<file path="config.mk">
export PLATFORM = sky130hd
export DESIGN_NAME = gpio_irq
export DESIGN_NICKNAME = d
export VERILOG_FILES = /design/src/rtl/gpio_irq_pkg.sv /design/src/rtl/gpio_sync.sv /design/src/rtl/gpio_irq.sv
export SDC_FILE = /design/constraint.sdc
export NUM_CORES = 1
export LEC_CHECK = 0
export CORE_AREA = 2 2 176 178
export DETAILED_ROUTE_END_ITERATION = 8
export DIE_AREA = 0 0 178 180
export HOLD_SLACK_MARGIN = 0.08
export SLEW_MARGIN = 20
export SYNTH_ARGS = -nofsm -noshare
export SYNTH_HDL_FRONTEND = slang
export SYNTH_SLANG_ARGS = --single-unit
</file>
<file path="constraint.sdc">
create_clock -name clk -period 2.4 [get_ports clk]
set_input_delay 0.24 -clock clk [delete_from_list [all_inputs] [get_ports clk]]
set_output_delay 0.24 -clock clk [all_outputs]
set_load 0.05 [all_outputs]
</file>
<file path="src/rtl/gpio_irq_pkg.sv">
// Purpose: shared register-map constants and decode types for the gpio_irq peripheral.
// Latency: n/a (package only).
// Backpressure: n/a (package only).
package gpio_irq_pkg;

    // The peripheral occupies an 8-word (32-byte) aligned window.
    localparam int unsigned RegWords   = 8;
    localparam int unsigned WindowBits = 5;
    localparam int unsigned IdxBits    = WindowBits - 2;

    typedef logic [IdxBits-1:0] reg_idx_t;

    // Word indices inside the window.
    localparam reg_idx_t REG_IN      = 3'd0;
    localparam reg_idx_t REG_OUT     = 3'd1;
    localparam reg_idx_t REG_DIR     = 3'd2;
    localparam reg_idx_t REG_RISE_EN = 3'd3;
    localparam reg_idx_t REG_FALL_EN = 3'd4;
    localparam reg_idx_t REG_PEND    = 3'd5;
    localparam reg_idx_t REG_OUT_SET = 3'd6;
    localparam reg_idx_t REG_OUT_CLR = 3'd7;

    // One decoded bus access.
    typedef struct packed {
        logic     hit;
        logic     we;
        reg_idx_t idx;
    } bus_dec_t;

endpackage

</file>
<file path="src/rtl/gpio_sync.sv">
// Purpose: Width-bit multi-flop synchroniser for asynchronous level inputs.
// Latency: a change stable before edge e appears on sync_out after edge e+Stages-1.
// Backpressure: none; samples every cycle.
//
// Ports:
//   clk       system clock
//   rst       synchronous active-high reset, clears every stage
//   async_in  raw asynchronous inputs
//   sync_out  inputs retimed into the clk domain
module gpio_sync #(
    parameter int unsigned Width  = 1,
    parameter int unsigned Stages = 2
) (
    input  logic             clk,
    input  logic             rst,
    input  logic [Width-1:0] async_in,
    output logic [Width-1:0] sync_out
);

    // stage_q[0] is the metastability-exposed flop; the last stage is the output.
    logic [Stages-1:0][Width-1:0] stage_q;

    always_ff @(posedge clk) begin
        if (rst) begin
            stage_q <= '0;
        end else begin
            stage_q[0] <= async_in;
            for (int i = 1; i < int'(Stages); i++) begin
                stage_q[i] <= stage_q[i-1];
            end
        end
    end

    assign sync_out = stage_q[Stages-1];

endmodule

</file>
<file path="src/rtl/gpio_irq.sv">
// Purpose: memory-mapped GPIO with per-pin direction, atomic set/clear, edge-detect pending bits and a level irq.
// Latency: every hit is acked exactly one cycle after the request; writes land on the request edge.
// Backpressure: none; accepts one access per cycle, back-to-back requests are each acked.
//
// Ports:
//   clk, rst           system clock, synchronous active-high reset
//   bus_req/bus_we     one-cycle access strobe and write select
//   bus_addr/bus_wdata byte address and write data
//   bus_rdata/bus_ack  read data (0 unless acking a read) and completion strobe
//   pin_in             raw asynchronous pad inputs
//   pin_out/pin_oe     output values and output enables (1 = drive)
//   irq                level interrupt, high while any pending bit is set
module gpio_irq
    import gpio_irq_pkg::*;
#(
    parameter int unsigned              DataWidth    = 32,
    parameter int unsigned              AddressWidth = 32,
    parameter logic [AddressWidth-1:0]  BaseAddress  = '0,
    parameter int unsigned              NumIO        = 22,
    parameter logic [DataWidth-1:0]     Mask         = '1,
    parameter int unsigned              SyncStages   = 2
) (
    input  logic                    clk,
    input  logic                    rst,
    input  logic                    bus_req,
    input  logic                    bus_we,
    input  logic [AddressWidth-1:0] bus_addr,
    input  logic [DataWidth-1:0]    bus_wdata,
    output logic [DataWidth-1:0]    bus_rdata,
    output logic                    bus_ack,
    input  logic [NumIO-1:0]        pin_in,
    output logic [NumIO-1:0]        pin_out,
    output logic [NumIO-1:0]        pin_oe,
    output logic                    irq
);

    // Pins outside the implement mask are inert: they never store, drive or interrupt.
    localparam logic [NumIO-1:0] IoMask = Mask[NumIO-1:0];

    // ------------------------------------------------------------------
    // Input synchroniser
    // ------------------------------------------------------------------
    logic [NumIO-1:0] sin_raw;
    logic [NumIO-1:0] sin;

    gpio_sync #(
        .Width  (NumIO),
        .Stages (SyncStages)
    ) u_sync (
        .clk      (clk),
        .rst      (rst),
        .async_in (pin_in),
        .sync_out (sin_raw)
    );

    assign sin = sin_raw & IoMask;

    // ------------------------------------------------------------------
    // Bus decode
    // ------------------------------------------------------------------
    bus_dec_t         dec;
    logic             wr_hit;
    logic             rd_hit;
    logic [NumIO-1:0] wdat;

    always_comb begin
        dec     = '0;
        dec.hit = bus_req
                  && (bus_addr[AddressWidth-1:WindowBits] == BaseAddress[AddressWidth-1:WindowBits]);
        dec.we  = bus_we;
        dec.idx = bus_addr[WindowBits-1:2];
    end

    assign wr_hit = dec.hit && dec.we;
    assign rd_hit = dec.hit && !dec.we;
    assign wdat   = bus_wdata[NumIO-1:0] & IoMask;

    // Byte-lane bits and the data bits above NumIO carry no meaning here.
    logic unused_bits;
    assign unused_bits = ^{bus_addr[1:0], bus_wdata};

    // ------------------------------------------------------------------
    // Register state
    // ------------------------------------------------------------------
    logic [NumIO-1:0]     out_q,     out_d;
    logic [NumIO-1:0]     dir_q,     dir_d;
    logic [NumIO-1:0]     rise_en_q, rise_en_d;
    logic [NumIO-1:0]     fall_en_q, fall_en_d;
    logic [NumIO-1:0]     pend_q,    pend_d;
    logic [NumIO-1:0]     prev_q;
    logic                 ack_q;
    logic [DataWidth-1:0] rdata_q,   rdata_d;

    logic [NumIO-1:0] pend_clr;
    logic [NumIO-1:0] rise;
    logic [NumIO-1:0] fall;

    // Control register writes. OUT_SET/OUT_CLR modify OUT in one access so
    // software sharing the port never needs a read-modify-write.
    always_comb begin
        out_d     = out_q;
        dir_d     = dir_q;
        rise_en_d = rise_en_q;
        fall_en_d = fall_en_q;
        pend_clr  = '0;
        if (wr_hit) begin
            case (dec.idx)
                REG_OUT:     out_d     = wdat;
                REG_DIR:     dir_d     = wdat;
                REG_RISE_EN: rise_en_d = wdat;
                REG_FALL_EN: fall_en_d = wdat;
                REG_PEND:    pend_clr  = wdat;
                REG_OUT_SET: out_d     = out_q | wdat;
                REG_OUT_CLR: out_d     = out_q & ~wdat;
                default:     ;
            endcase
        end
    end

    // Edge detection compares the synchronised value with last cycle's copy.
    // Direction is deliberately ignored, so a pin looped back from its own
    // output still flags edges. New edges are ORed in after the clear, so an
    // edge and a write-1-to-clear on the same bit in the same cycle keep it set.
    always_comb begin
        rise   = sin & ~prev_q & rise_en_q;
        fall   = ~sin & prev_q & fall_en_q;
        pend_d = ((pend_q & ~pend_clr) | rise | fall) & IoMask;
    end

    // Read mux. Data only accompanies read acks; writes and misses return 0 so
    // the bus can OR rdata from several peripherals.
    always_comb begin
        rdata_d = '0;
        if (rd_hit) begin
            case (dec.idx)
                REG_IN:      rdata_d[NumIO-1:0] = sin;
                REG_OUT:     rdata_d[NumIO-1:0] = out_q;
                REG_DIR:     rdata_d[NumIO-1:0] = dir_q;
                REG_RISE_EN: rdata_d[NumIO-1:0] = rise_en_q;
                REG_FALL_EN: rdata_d[NumIO-1:0] = fall_en_q;
                REG_PEND:    rdata_d[NumIO-1:0] = pend_q;
                default:     rdata_d            = '0;
            endcase
        end
    end

    always_ff @(posedge clk) begin
        if (rst) begin
            out_q     <= '0;
            dir_q     <= '0;
            rise_en_q <= '0;
            fall_en_q <= '0;
            pend_q    <= '0;
            prev_q    <= '0;
            ack_q     <= 1'b0;
            rdata_q   <= '0;
        end else begin
            out_q     <= out_d;
            dir_q     <= dir_d;
            rise_en_q <= rise_en_d;
            fall_en_q <= fall_en_d;
            pend_q    <= pend_d;
            prev_q    <= sin;
            ack_q     <= dec.hit;
            rdata_q   <= rdata_d;
        end
    end

    // ------------------------------------------------------------------
    // Outputs
    // ------------------------------------------------------------------
    assign bus_ack   = ack_q;
    assign bus_rdata = rdata_q;
    assign pin_out   = out_q & IoMask;
    assign pin_oe    = dir_q & IoMask;
    assign irq       = |pend_q;

endmodule
</file>
; Word level (Yosys, flattened, before mapping)
; Cells that the tools add are included.
[word_totals]
regBits = 209
wordCells = 49
output_inout_bits = 78
[classes]
n_mux = 4
bitwise_logic = 14
eq_ne = 7
reduce_logical = 13
[op_table]
columns = cell, count
row1 = 22-bit bitwise AND, 6
row2 = 22-bit case mux with 6 select lines, 1
row3 = 22-bit inverter, 4
row4 = 22-bit OR, 3
row5 = 22-bit case mux with 3 select lines, 1
row6 = 22-bit two-way mux, 2
row7 = 27-bit logical NOT, 1
row8 = 22-bit OR reduction, 1
row9 = "3-bit equality test, second input constant", 4
row10 = 2-bit AND reduction, 4
row11 = "3-bit by 2-bit equality test with 1-bit output, second input constant", 2
row12 = "3-bit by 1-bit equality test with 1-bit output, second input constant", 1
row13 = 1-bit logical AND, 3
row14 = 3-bit logical NOT, 1
row15 = 3-bit nonzero test, 1
row16 = 2-bit OR reduction, 1
row17 = 1-bit logical NOT, 1
row18 = 1-bit inverter, 1

; Longest topological paths before layout
[depth]
word_depth = 8
ltp_mapped = 7
mapped_depth_nobuf = 4

; Cells and area by module
; A second synthesis with hierarchy kept.
[hier_totals]
cells_unflattened = 812
area_unflattened_um2 = 7978.9
[by_module_without_submodules]
columns = mod, n_inst, area_each_um2, cells_per_inst
row1 = gpio_irq, 1, 6637.6, 698
row2 = gpio_sync, 1, 1341.3, 114

; Worst setup path before layout
; No wires, ideal clock.
[synth_path]
path_kind = input to register
start = input bus_addr[21]
end = register out_q[13] (netlist: pin_out[13])
cell_stages = 5
arrival_ns = 1.970
path_buffers = 1
setup_slack_ns = 0.361
path_cell_list = or4_1 or4_4 or3_4 buf_6 o21ai_1
[synth_via]
elab_chain_len = 4
[synth_lines]
columns = element, line_no
row1 = start: declaration, gpio_irq.sv:27  ; input logic [AddressWidth-1:0] bus_addr,
row2 = 27-bit logical NOT, gpio_irq.sv:69  ; && (bus_addr[AddressWidth-1:WindowBits] == BaseAddress[AddressWidth-1:WindowBits]);
row3 = 1-bit logical AND, gpio_irq.sv:69
row4 = 1-bit logical AND, gpio_irq.sv:74  ; assign wr_hit = dec.hit && dec.we;
row5 = 2-bit AND reduction (no line), -
row6 = end signal: assignment, gpio_irq.sv:158  ; out_q <= out_d;
row7 = end: declaration, gpio_irq.sv:85  ; logic [NumIO-1:0] out_q, out_d;
; Every way passes these cells.
; A chain may end at the register's enable or synchronous reset.

; Final worst setup path
[layout_path]
start = register pend_q[4]
end = output irq
[layout_via]
elab_chain_len = 1
[layout_lines]
columns = element, line_no
row1 = start: declaration, gpio_irq.sv:89  ; logic [NumIO-1:0] pend_q, pend_d;
row2 = start signal: assignment, gpio_irq.sv:162  ; pend_q <= pend_d;
row3 = 22-bit OR reduction, gpio_irq.sv:176  ; assign irq = |pend_q;
row4 = end: declaration, gpio_irq.sv:34  ; output logic irq
; Every way passes these cells.

==> metrics.log <==
INFO  metric deepest_clock_path_buffer_count = 2
INFO  metric antenna_found_initial = 1
INFO  metric synth.lib_cells_used.distinct = 33
INFO  metric p_leak = 3.68 nW
INFO  metric worstPathMaxFanout = 3
INFO  metric path_common_cell = sky130_fd_sc_hd__or4_1
INFO  metric synth-main-ff-cell = sky130_fd_sc_hd__dfxtp_1
INFO  metric ys_seq_area_share = 51.4%
INFO  metric worstSetupStartpointType = register
INFO  metric r2r-end = pend_q[19]
INFO  metric cts_resized = 2
INFO  metric pin_count_of_the_biggest_net_entering_global_routing = 89
INFO  metric worst-endpoint-arrival = 2.06 ns
INFO  metric dieArea = 0.0320 mm2
INFO  metric utilization = 34.3%
INFO  metric timing.clock.skew = 0.0106 ns
INFO  metric cts_sinks = 199
INFO  metric num_io_pins = 168
INFO  metric criticalPathCategory = register to primary output
INFO  metric maxSlewHeadroom = 61.7%
INFO  metric tightestPinTransition = 0.573 ns
INFO  metric avgRoutedWirePerCell = 18.7 um
INFO  metric finalHoldWorstSlack = 0.186 ns
INFO  metric fin_setup_tns = 0 ns
INFO  metric timing.hold.worst_path_depth = 3
INFO  metric number_of_detailed_route_iterations_in_the_first_pass = 5
INFO  metric clkSlewWorstSetupHoldPaths = 0.07 ns
INFO  metric hold_path.class = input port to register
INFO  metric cts_hold_repair.buffers = 0
INFO  metric grt_pass1_wl = 38200 um
INFO  metric setup_viol_count_final = 0
INFO  metric die_y = 180 um
INFO  metric syn_inst = 788
INFO  metric powerDensity = 636 mW/mm2
INFO  metric layout.nets = 1023
INFO  metric clock_tree.root_cell = sky130_fd_sc_hd__clkbuf_16
INFO  metric critPathBufInv = 1
INFO  metric gr-total-overflow = 0
INFO  metric synth.ff_latch_count = 199
INFO  metric cp.depth = 3
INFO  metric worstSetupEndpointType = primary output
INFO  metric hp-start = rst
INFO  metric cp_cell_sequence = or4_1, or4_1, buf_4
INFO  metric crit_required = 2.16 ns
INFO  metric synth_warnings = 0
INFO  metric drt_iter0_markers = 600
INFO  metric rr_worst_depth = 4
INFO  metric hold_viol = 0
INFO  metric slowest_stage = sky130_fd_sc_hd__or4_1
INFO  metric die_width = 178 um
INFO  metric numCtsBuffers = 17
INFO  metric synthesis.area = 0.00775 mm2
INFO  metric drive_gt1_share = 8.77%
INFO  metric regToRegStartpoint = u_sync.sync_out[19]
INFO  metric max_cap_viol_count = 0
INFO  metric gp_congestion = 0.803
INFO  metric core_area = 0.0302 mm2
INFO  metric overall_track_demand_over_capacity_in_global_routing = 15.6%
INFO  metric cts-htree-levels = 4
INFO  metric final_max_slew_viol_count = 0
INFO  metric worst_skew_pair.late_latency = 0.44 ns
INFO  metric detailed_route_via_count = 6659
INFO  metric post-route-period-util = 95.9%
INFO  metric path_delay_family = simple AND/OR/NAND/NOR gates
INFO  metric detail_route.wirelength = 25200 um
INFO  metric rsz0062_at_grt = false
INFO  metric dpl.hpwl = 17200 um
INFO  metric core.rowCount = 64
INFO  metric status = complete, no violations
INFO  metric min_delay_worst_endpoint = bus_ack
INFO  metric vias_per_cell = 4.95
INFO  metric grt_pass1_vias = 6554
INFO  metric fmaxAchievable = 434 MHz
INFO  metric stage_delay_of_the_slowest_cell_on_the_critical_path = 0.51 ns
INFO  metric synth-async-reset-ratio = 0%
INFO  metric cts_tree = built
INFO  metric area_delta_synth_final = 33.7%
INFO  metric port_buffers = 145
INFO  metric cts_post_setup_buffers_inserted = 0
INFO  metric ir_drop = 0.000384 V
INFO  metric start_util = 25.7%
INFO  metric syn_avg_cell_area = 9.84 um2
INFO  metric ff_to_ff_setup_slack = 1.27 ns
INFO  metric final_worst_path_period_need = 2.30 ns
INFO  metric synth_edf_count = 0
INFO  metric detail-route-antenna-nets = 0
INFO  metric detail_route.drc_violations = 0
## cells in the mapped netlist (20+ instances only)
master                     count  area [um2]
sky130_fd_sc_hd__dfxtp_1     199        3980
sky130_fd_sc_hd__a21oi_1      23         115
sky130_fd_sc_hd__a311oi_1     22         193
sky130_fd_sc_hd__nor2b_1      88         551
sky130_fd_sc_hd__o21ai_1      20         100
sky130_fd_sc_hd__clkbuf_1     47         176
sky130_fd_sc_hd__nand2_1     110         413
sky130_fd_sc_hd__a31oi_1      22         138
sky130_fd_sc_hd__a22oi_1      66         495
sky130_fd_sc_hd__o21a_1       22         165
sky130_fd_sc_hd__nand3b_1     22         165
sky130_fd_sc_hd__o311ai_0     22         193
sky130_fd_sc_hd__mux2i_1      66         661
## logic make-up (layout without fill, tap and decap cells)
| group | Yosys count | in the layout | synth area share, % |
|---|---|---|---|
| AOI/OAI and AO/OA | 199 | 199 | 18.2 |
| buffers and inverters | 69 | 218 | 4.18 |
| DFF | 199 | 199 | 51.4 |
| muxes | 66 | 66 | 8.52 |
| other | 1 | 12 | 0.0484 |
| and+or+nand+nor | 254 | 254 | 17.7 |
## worst register-to-register path, delay by kind of cell, from the launching register on
family / cells / cell delay (ns)
simple gates: 2 / 0.20
compound gates: 2 / 0.45
flops: 1 / 0.38
## sequential cells by signal, indices dropped and copies added (netlist names)
| name | flops |
|---|---|
| bus_ack | 1 |
| bus_rdata | 22 |
| fall_en_q | 22 |
| pend_q | 22 |
| pin_oe | 22 |
| pin_out | 22 |
| prev_q | 22 |
| rise_en_q | 22 |
| u_sync.stage_q | 22 |
| u_sync.sync_out | 22 |
## area by class of cell
class                           instances  area [um2]
Clock buffer                           21         450
Fill cell                            3032       19800
Inverter                                3        11.3
Antenna cell                            2        5.00
Multi-Input combinational cell        529        3540
Tap cell                              396         495
Sequential cell                       199        3980
Timing Repair Buffer                  183        1770
Clock inverter                         11         114
## routing by layer
metal	up-vias	track usage, %	wire (um)
met5	-	0	0
met4	0	3.87	287
met3	27	4.19	1950
met2	250	24.7	11700
met1	3238	21.1	11300
li1	3144	-	-
## how the worst max path moves through the flow
stage,start,end
CTS,pend_q[4],irq
floorplan,bus_addr[21],pin_out[13]
finish,pend_q[4],irq
global route,pend_q[0],irq
global placement,bus_addr[20],pin_out[4]
detailed placement,bus_addr[20],pin_out[6]
## metrics by stage
| step | instances | total power [mW] | worst slack (ns) | area, um2 |
|---|---|---|---|---|
| 2_1_floorplan | 797 | 3.63 | 0.361 | 7790 |
| 3_3_place_gp | 1310 | 3.85 | -0.171 | 9770 |
| 3_5_place_dp | 1310 | 3.86 | -0.183 | 9770 |
| 4_1_cts | 1342 | 6.65 | 0.0873 | 10300 |
| 5_1_grt | 1342 | 6.83 | 0.0319 | 10400 |
| 6_report | 1344 | 6.60 | 0.0983 | 10400 |
## report_power, final
part	leakage, nW	switching, mW	internal (mW)
registers	1.61	0.0228	3.34
logic	1.80	0.232	0.183
clock network	0.271	1.33	1.48
total	3.68	1.59	5.01
## layout by cell type, fill, tap and decap left out, types with 2 or more instances in the layout
| cell | Yosys | routed |
|---|---|---|
| sky130_fd_sc_hd__diode_2 | 0 | 2 |
| sky130_fd_sc_hd__nor4_1 | 8 | 5 |
| sky130_fd_sc_hd__nand2_1 | 110 | 110 |
| sky130_fd_sc_hd__nor2b_1 | 88 | 88 |
| sky130_fd_sc_hd__clkinvlp_4 | 0 | 2 |
| sky130_fd_sc_hd__a21oi_1 | 23 | 23 |
| sky130_fd_sc_hd__inv_6 | 0 | 4 |
| sky130_fd_sc_hd__a311oi_1 | 22 | 22 |
| sky130_fd_sc_hd__or4_1 | 4 | 4 |
| sky130_fd_sc_hd__a31oi_1 | 22 | 22 |
| sky130_fd_sc_hd__o21ai_1 | 20 | 20 |
| sky130_fd_sc_hd__conb_1 | 1 | 10 |
| sky130_fd_sc_hd__a22oi_1 | 66 | 66 |
| sky130_fd_sc_hd__o311ai_0 | 22 | 22 |
| sky130_fd_sc_hd__clkbuf_16 | 0 | 17 |
| sky130_fd_sc_hd__and2_1 | 2 | 2 |
| sky130_fd_sc_hd__o21ai_0 | 2 | 2 |
| sky130_fd_sc_hd__dfxtp_1 | 199 | 199 |
| sky130_fd_sc_hd__inv_1 | 3 | 2 |
| sky130_fd_sc_hd__nand4_1 | 2 | 2 |
| sky130_fd_sc_hd__nand3_1 | 4 | 4 |
| sky130_fd_sc_hd__nand3b_1 | 22 | 22 |
| sky130_fd_sc_hd__o21a_1 | 22 | 22 |
| sky130_fd_sc_hd__buf_4 | 12 | 37 |
| sky130_fd_sc_hd__mux2i_1 | 66 | 66 |
| sky130_fd_sc_hd__nor4_2 | 1 | 3 |
| sky130_fd_sc_hd__clkdlybuf4s50_1 | 0 | 143 |
| sky130_fd_sc_hd__nor3b_2 | 0 | 5 |
| sky130_fd_sc_hd__or4_4 | 2 | 2 |
| sky130_fd_sc_hd__clkbuf_1 | 47 | 3 |
| sky130_fd_sc_hd__buf_12 | 0 | 3 |
| sky130_fd_sc_hd__clkinv_4 | 0 | 2 |
| sky130_fd_sc_hd__and3_1 | 2 | 2 |
(Power assumes the default switching activity.)
